`src/rtl/alarme_pkg.sv`:
```
// Shared types and helpers for the alarm matcher.
// State encoding, clog2 and derived widths.
package alarme_pkg;

    typedef enum logic [1:0] {
        IDLE   = 2'd0,
        RING   = 2'd1,
        SNOOZE = 2'd2
    } state_t;

    function automatic int clog2(input int v);
        int r;
        r = 0;
        for (int i = 0; i < 31; i++) begin
            if ((1 << i) < v) r = i + 1;
        end
        return r;
    endfunction

    function automatic int max2(input int a, input int b);
        return (a > b) ? a : b;
    endfunction

    function automatic int ch_w(input int ch);
        return max2(1, clog2(ch));
    endfunction

endpackage

```
`src/rtl/comparador_n.sv`:
```
// Full-width equality comparator.
// One instance per alarm channel.
module comparador_n #(
    parameter int WIDTH = 12
) (
    input  logic [WIDTH-1:0] a,
    input  logic [WIDTH-1:0] b,
    output logic             eq
);

    assign eq = (a == b);

endmodule

```
`src/rtl/comparador_alarme.sv`:
```
// Multi-channel alarm matcher.
// Edge-detected match feeding a ring/snooze/timeout FSM.
module comparador_alarme
    import alarme_pkg::*;
#(
    parameter int WIDTH        = 12,
    parameter int CHANNELS     = 2,
    parameter int RING_TICKS   = 60,
    parameter int SNOOZE_TICKS = 300,
    parameter int MAX_SNOOZE   = 3,
    localparam int CH_W        = ch_w(CHANNELS)
) (
    input  logic                clk,
    input  logic                rst_n,
    input  logic                tick,
    input  logic [WIDTH-1:0]    current_time,
    input  logic                set_valid,
    input  logic [CH_W-1:0]     set_ch,
    input  logic [WIDTH-1:0]    set_time,
    input  logic [CHANNELS-1:0] enable,
    input  logic                dismiss,
    input  logic                snooze,
    output logic                ringing,
    output logic                snoozing,
    output logic [CH_W-1:0]     ring_ch,
    output logic [CHANNELS-1:0] match
);

    localparam int TW = max2(1, clog2(max2(RING_TICKS, SNOOZE_TICKS)));
    localparam int SW = max2(1, clog2(MAX_SNOOZE + 1));
    localparam logic [TW-1:0] RING_LAST = TW'(RING_TICKS - 1);
    localparam logic [TW-1:0] SNZ_LAST  = TW'(SNOOZE_TICKS - 1);
    localparam logic [SW-1:0] SNZ_MAX   = SW'(MAX_SNOOZE);

    logic [WIDTH-1:0]    alarm [CHANNELS];
    logic [CHANNELS-1:0] eq;
    logic [CHANNELS-1:0] trig;
    logic [CHANNELS-1:0] en_sh;
    logic                en_cur;
    logic                any_trig;
    logic [CH_W-1:0]     win;

    state_t          state, state_n;
    logic [CH_W-1:0] ch_n;
    logic [TW-1:0]   tick_cnt, tick_n;
    logic [SW-1:0]   snz_cnt, snz_n;

    for (genvar g = 0; g < CHANNELS; g++) begin : g_cmp
        comparador_n #(.WIDTH(WIDTH)) u_cmp (
            .a  (current_time),
            .b  (alarm[g]),
            .eq (eq[g])
        );
    end

    assign trig   = eq & ~match & enable;
    assign en_sh  = enable >> ring_ch;
    assign en_cur = en_sh[0];

    assign ringing  = (state == RING);
    assign snoozing = (state == SNOOZE);

    // Alarm storage; out-of-range channel writes are dropped
    always_ff @(posedge clk or negedge rst_n) begin
        if (!rst_n) begin
            for (int i = 0; i < CHANNELS; i++) alarm[i] <= '0;
        end else if (set_valid && (int'(set_ch) < CHANNELS)) begin
            alarm[set_ch] <= set_time;
        end
    end

    // Previous-cycle equality; ones at reset block a trigger at time 0
    always_ff @(posedge clk or negedge rst_n) begin
        if (!rst_n) match <= '1;
        else        match <= eq;
    end

    // Lowest-index new match wins
    always_comb begin
        win      = '0;
        any_trig = 1'b0;
        for (int i = CHANNELS - 1; i >= 0; i--) begin
            if (trig[i]) begin
                win      = CH_W'(i);
                any_trig = 1'b1;
            end
        end
    end

    // FSM state and counters
    always_ff @(posedge clk or negedge rst_n) begin
        if (!rst_n) begin
            state    <= IDLE;
            ring_ch  <= '0;
            tick_cnt <= '0;
            snz_cnt  <= '0;
        end else begin
            state    <= state_n;
            ring_ch  <= ch_n;
            tick_cnt <= tick_n;
            snz_cnt  <= snz_n;
        end
    end

    // Next-state: disable > dismiss > snooze > tick
    always_comb begin
        state_n = state;
        ch_n    = ring_ch;
        tick_n  = tick_cnt;
        snz_n   = snz_cnt;
        unique case (state)
            IDLE: begin
                if (any_trig) begin
                    state_n = RING;
                    ch_n    = win;
                    tick_n  = '0;
                    snz_n   = '0;
                end
            end
            RING: begin
                if (dismiss || !en_cur) begin
                    state_n = IDLE;
                end else if (snooze) begin
                    if (snz_cnt == SNZ_MAX) begin
                        state_n = IDLE;
                    end else begin
                        state_n = SNOOZE;
                        snz_n   = snz_cnt + 1'b1;
                        tick_n  = '0;
                    end
                end else if (tick) begin
                    if (tick_cnt == RING_LAST) state_n = IDLE;
                    else                       tick_n  = tick_cnt + 1'b1;
                end
            end
            SNOOZE: begin
                if (dismiss || !en_cur) begin
                    state_n = IDLE;
                end else if (tick) begin
                    if (tick_cnt == SNZ_LAST) begin
                        state_n = RING;
                        tick_n  = '0;
                    end else begin
                        tick_n = tick_cnt + 1'b1;
                    end
                end
            end
            default: state_n = IDLE;
        endcase
    end

endmodule
```
`config.mk`:
```
export PLATFORM = sky130hd
export DESIGN_NAME = comparador_alarme
export DESIGN_NICKNAME = d
export VERILOG_FILES = /design/src/rtl/alarme_pkg.sv /design/src/rtl/comparador_n.sv /design/src/rtl/comparador_alarme.sv
export SDC_FILE = /design/constraint.sdc
export NUM_CORES = 1
export LEC_CHECK = 0
export BUFFER_PORTS_ARGS = -buffer_cell sky130_fd_sc_hd__buf_2
export CORE_MARGIN = 2
export CORE_UTILIZATION = 24
export CTS_CLUSTER_DIAMETER = 60
export CTS_CLUSTER_SIZE = 16
export DETAILED_ROUTE_END_ITERATION = 6
export SYNTH_ARGS = -nofsm -noshare
export SYNTH_HDL_FRONTEND = slang
export SYNTH_HIERARCHICAL = 1
export SYNTH_SLANG_ARGS = --single-unit
```
`constraint.sdc`:
```
create_clock -name clk -period 3.25 [get_ports clk]
set_clock_uncertainty 0.15 [all_clocks]
set_input_delay 0.65 -clock clk [delete_from_list [all_inputs] [get_ports clk]]
set_output_delay 0.65 -clock clk [all_outputs]
set_load 0.02 [all_outputs]
```
# Yosys cells after proc, flatten, opt, wreduce, memory -nomap -nowiden
# Index checks and enable logic that the tools add are counted.
# totals
ff_bits	40
input_bits	33
output_inout_bits	5
# op_classes
addsub	2
order_cmp	2
n_eq_ne	20
shift	1
mux	31
n_bitwise	4
n_reduce_logical	10
# op_table
cell	n
9-bit two-way mux	9
9-bit one-hot mux with 3 select lines	1
2-bit two-way mux	13
24-bit bitwise mux	1
12-bit equality test	2
12-bit demux with 1-bit select	1
12-bit two-way mux	1
2-bit != test, second input constant	6
5-bit AND reduction	2
9-bit by 1-bit adder with 9-bit output, second input constant	1
9-bit by 6-bit equality test with 1-bit output, second input constant	1
9-bit equality test, second input constant	1
3-bit != test, second input constant	3
8-bit AND reduction	1
2-bit one-hot mux with 3 select lines	1
2-bit AND	2
2-bit equality test, second input constant	2
4-bit by 2-bit != test with 1-bit output, second input constant	1
4-bit by 3-bit != test with 1-bit output, second input constant	1
2-bit one-hot mux with 2 select lines	1
1-bit two-way mux	3
3-bit by 1-bit != test with 1-bit output, second input constant	1
3-bit by 2-bit != test with 1-bit output, second input constant	1
3-bit nonzero test	1
other kinds (13)	13

# Longest topological paths before layout
# logic_depth
word_depth	7
mapped_depth	9
depth_no_buf	8

# Modules after synthesis
# Netlist, hierarchy kept.
# by_module_without_submodules
module	instances	cells_per_inst	area_each_um2
comparador_alarme	1	164	1913.1
comparador_n	2	16	133.9

# Worst setup path before layout
# No wires, ideal clock.
# synth_path
path_kind	in2reg
startpoint	in current_time[3]
endpoint	reg tick_cnt[8]
setup_ns	0.121
arrival_ns	1.976
required_ns	2.979
path_slack_ns	1.003
cell_stages	9
cell_sequence	xnor2_1 > nand4_1 > nor3_2 > nand3b_1 > nand3_1 > nand4_2 > buf_6 > a21o_1 > a22o_1
# synth_lines
item	line_no	rtl
start: declaration	comparador_alarme.sv:16	input logic [WIDTH-1:0] current_time,
12-bit equality test	comparador_n.sv:11	assign eq = (a == b);
net eq[0]	comparador_alarme.sv:36	logic [CHANNELS-1:0] eq;
2-bit AND (2 in series)	comparador_alarme.sv:56	assign trig = eq & ~match & enable;
1-bit two-way mux	comparador_alarme.sv:83	if (trig[i]) begin
2-bit != test (no line)	-	
8-bit AND reduction (no line)	-	
end signal: assignment	comparador_alarme.sv:100	tick_cnt <= tick_n;
end: declaration	comparador_alarme.sv:45	logic [TW-1:0] tick_cnt, tick_n;
# The timed path passes the listed nets, and every way through them passes these cells.
# A chain may end at the register's enable or synchronous reset.

# Final worst setup path
# layout_path
startpoint	in current_time[5]
endpoint	reg tick_cnt[2]
# layout_between
elab_chain_len	7
# layout_lines
item	line_no
12-bit equality test	comparador_n.sv:11
net eq[1]	comparador_alarme.sv:36
2-bit AND (2 in series)	comparador_alarme.sv:56
1-bit two-way mux (2 in series)	comparador_alarme.sv:83
2-bit != test (no line)	-
8-bit AND reduction (no line)	-
# The timed path passes the listed nets, and every way through them passes these cells.

==> results_dict.tcl <==
set metrics [dict create \
    routed_via_density 4.559 \
    fillers 924 \
    drive_above_1_share_pct 33.89 \
    status "finished clean" \
    peakVddDrop_mv 0.1996 \
    register_area_sq_um 1003 \
    cts_resized 0 \
    fin_crit_sh_pct 78.90 \
    grt_max_degree 41 \
    core_area_sq_um 8763 \
    row_count 34 \
    end_kind "register" \
    yosysSeqAreaShare_pct 46.01 \
    setup_ws_ps 685.7 \
    cp-startpoint "current_time[5]" \
    synth_edf_count 0 \
    finish.utilization_pct 29.80 \
    overflow 0 \
    final_hold_viol_count 0 \
    die_h_microns 99.33 \
    wire_per_inst_microns 13.24 \
    wirelength_mm 4.595 \
    drt-initial-drc-count 38 \
    place_ws_ps 386.2 \
    clock-sinks 40 \
    worst_slew_pin_slew_ps 888.3 \
    place.gp.congestion 0.7629 \
    period_needed_ps 2564 \
    avgSynthCellArea_sq_um 11.13 \
    worstPathMaxFanout 11 \
    clockBufferDepth 2 \
    cp.arrival_ps 2600 \
    synthArstFlopShare_pct 100.0 \
    cts_root_buffer "clkbuf_8" \
    cts_tree "done" \
    crit_end "tick_cnt[2]$_DFFE_PN0P_" \
    vias 1582 \
    grt_usage_pct 10.11 \
    crit_type "primary input to register" \
    ys_warn_count 6 \
    r2r-end "tick_cnt[2]$_DFFE_PN0P_" \
    antenna_found_initial 0 \
    grt_pass1_wl_mm 7.941 \
    clkTransAtPathRegs_ps 80 \
    io_buffers 37 \
    ioPinCount 38 \
    setup_viol_count_final 0 \
    r2r_cells 8 \
    diodes 0 \
    grt_pass1_vias 1629 \
    hpwlAfterDp_mm 3.564 \
    post_cts_buffers 0 \
    die_x_microns 99.33 \
    ys_ff_latch 40 \
    r2r_start "alarm[5]$_DFFE_PN0P_" \
    worstPathRequired_ps 3290 \
    synth_area_sq_um 2181 \
    syn_nets 235 \
    p_leak_uw 0.001082 \
    holdWs_ps 324.9 \
    first_pass_iters 4 \
    area_growth_pct 19.74 \
    clock.fmax_mhz 390.0 \
    synthDistinctLibCells 39 \
    nNetsFinal 277 \
    rsz0062_at_grt "no" \
    setup_tns_ps 0 \
    ant_nets 0 \
    ys.flop_type "dfrtp_1" \
    insertion_delay_ps 290 \
    min_path_type "primary input to asynchronous set/reset pin" \
    multi_input_area_sq_um 1117 \
    pwr_density_cell_nw_per_um2 592.6 \
    reg2reg_slack_ps 730 \
    initial_core_util_pct 24.89 \
    route.detailed.drc 0 \
    synthCells 196 \
    cts_buffers 5 \
    dieArea_sq_um 9865 \
    drv_slew 0 \
    drv_cap 0 \
    slew-limit-headroom_pct 40.78 \
    crit_path_start_kind "primary input" \
    cts_max_level 2 \
    holdBufCountCts 0 \
]
==> worst max-delay path, stage by stage <==
cell and delay [ps]:
buf_2 120, xnor2_1 150, nand4_1 170, nor3_2 280, nand3b_1 140, nand3_1 210, nand4_2 280, nand2b_1 320
o311ai_1 280
==> sequential cells by signal, indices dropped and copies added (netlist names) <==
register and count:
alarm 24, tick_cnt 9, match 2, snz_cnt 2, state 2, ring_ch 1
==> logic make-up (layout without fill, tap and decap cells) <==
kind of cell / count (synthesis) / after routing / synth area share, %
and+or+nand+nor: 56 / 56 / 15.09
adders and majority gates: 6 / 6 / 3.442
AOI/OAI and AO/OA: 29 / 29 / 9.180
muxes: 27 / 27 / 13.88
DFF: 40 / 40 / 46.01
xor gates and xnor gates: 24 / 24 / 9.638
buffers and inverters: 14 / 57 / 2.754
==> cell usage after synthesis (3+ instances only) <==
cell type	n	area share, %
nand4_1	7	2.0
nor2b_1	3	0.86
mux2_2	26	13
o21ai_0	5	1.1
a22o_1	3	1.2
inv_1	11	1.9
o22ai_1	5	1.4
ha_1	6	3.4
nor2_1	7	1.2
xnor2_1	24	9.6
dfrtp_1	38	44
nand2b_1	4	1.1
nand2_1	12	2.1
nand3_1	7	1.6
a21oi_1	6	1.4
==> cell type report <==
type / instances / area share, %
multi-input cells: 142 / 42.79
flip-flops and latches: 40 / 38.43
repair buffers: 38 / 7.379
well taps: 108 / 5.175
clock buffers: 6 / 3.162
inverters: 11 / 1.581
clock inverters: 2 / 1.485
==> cell usage in the layout (no fill, tap or decap), types with 7 or more instances in the layout <==
cell type,n
buf_2,37
dfrtp_1,38
inv_1,11
mux2_2,26
nand2_1,12
nand3_1,7
nand4_1,7
nor2_1,7
xnor2_1,24
==> report_power, final <==
group	internal, uW	leakage, uW	total (uW)	switching, uW
logic	227	0.000530	481	254
registers	574	0.000490	633	59.3
clock network	251	0.0000614	433	182
total	1050	0.00108	1550	495
==> worst min path at each step <==
| stage | startpoint | end | slack, ps |
|---|---|---|---|
| global placement | tick_cnt[1]$_DFFE_PN0P_ | tick_cnt[1]$_DFFE_PN0P_ | 350 |
| CTS | rst_n | snz_cnt[0]$_DFFE_PN0P_ | 360 |
| global route | rst_n | snz_cnt[0]$_DFFE_PN0P_ | 400 |
| detailed placement | tick_cnt[1]$_DFFE_PN0P_ | tick_cnt[1]$_DFFE_PN0P_ | 370 |
| floorplan | rst_n | alarm[0]$_DFFE_PN0P_ | 200 |
| finish | rst_n | snz_cnt[0]$_DFFE_PN0P_ | 320 |
==> per-stage QoR <==
stage          power [uW]  std cells  instance area [sq um]
2_1_floorplan        1015        196                   2181
3_3_place_gp         1122        339                   2490
3_5_place_dp         1128        339                   2490
4_1_cts              1568        347                   2611
5_1_grt              1666        347                   2611
6_report             1547        347                   2611
==> layer usage <==
| layer | share of wire (%) | GRT usage (%) | vias up |
|---|---|---|---|
| li1 | - | - | 786 |
| met1 | 46 | 12.36 | 768 |
| met2 | 50 | 17.00 | 28 |
| met3 | 4.1 | 3.022 | 0 |
| met4 | 0 | 3.477 | 0 |
| met5 | 0 | 0 | - |
Note: power is estimated with default switching activity, not from simulation.
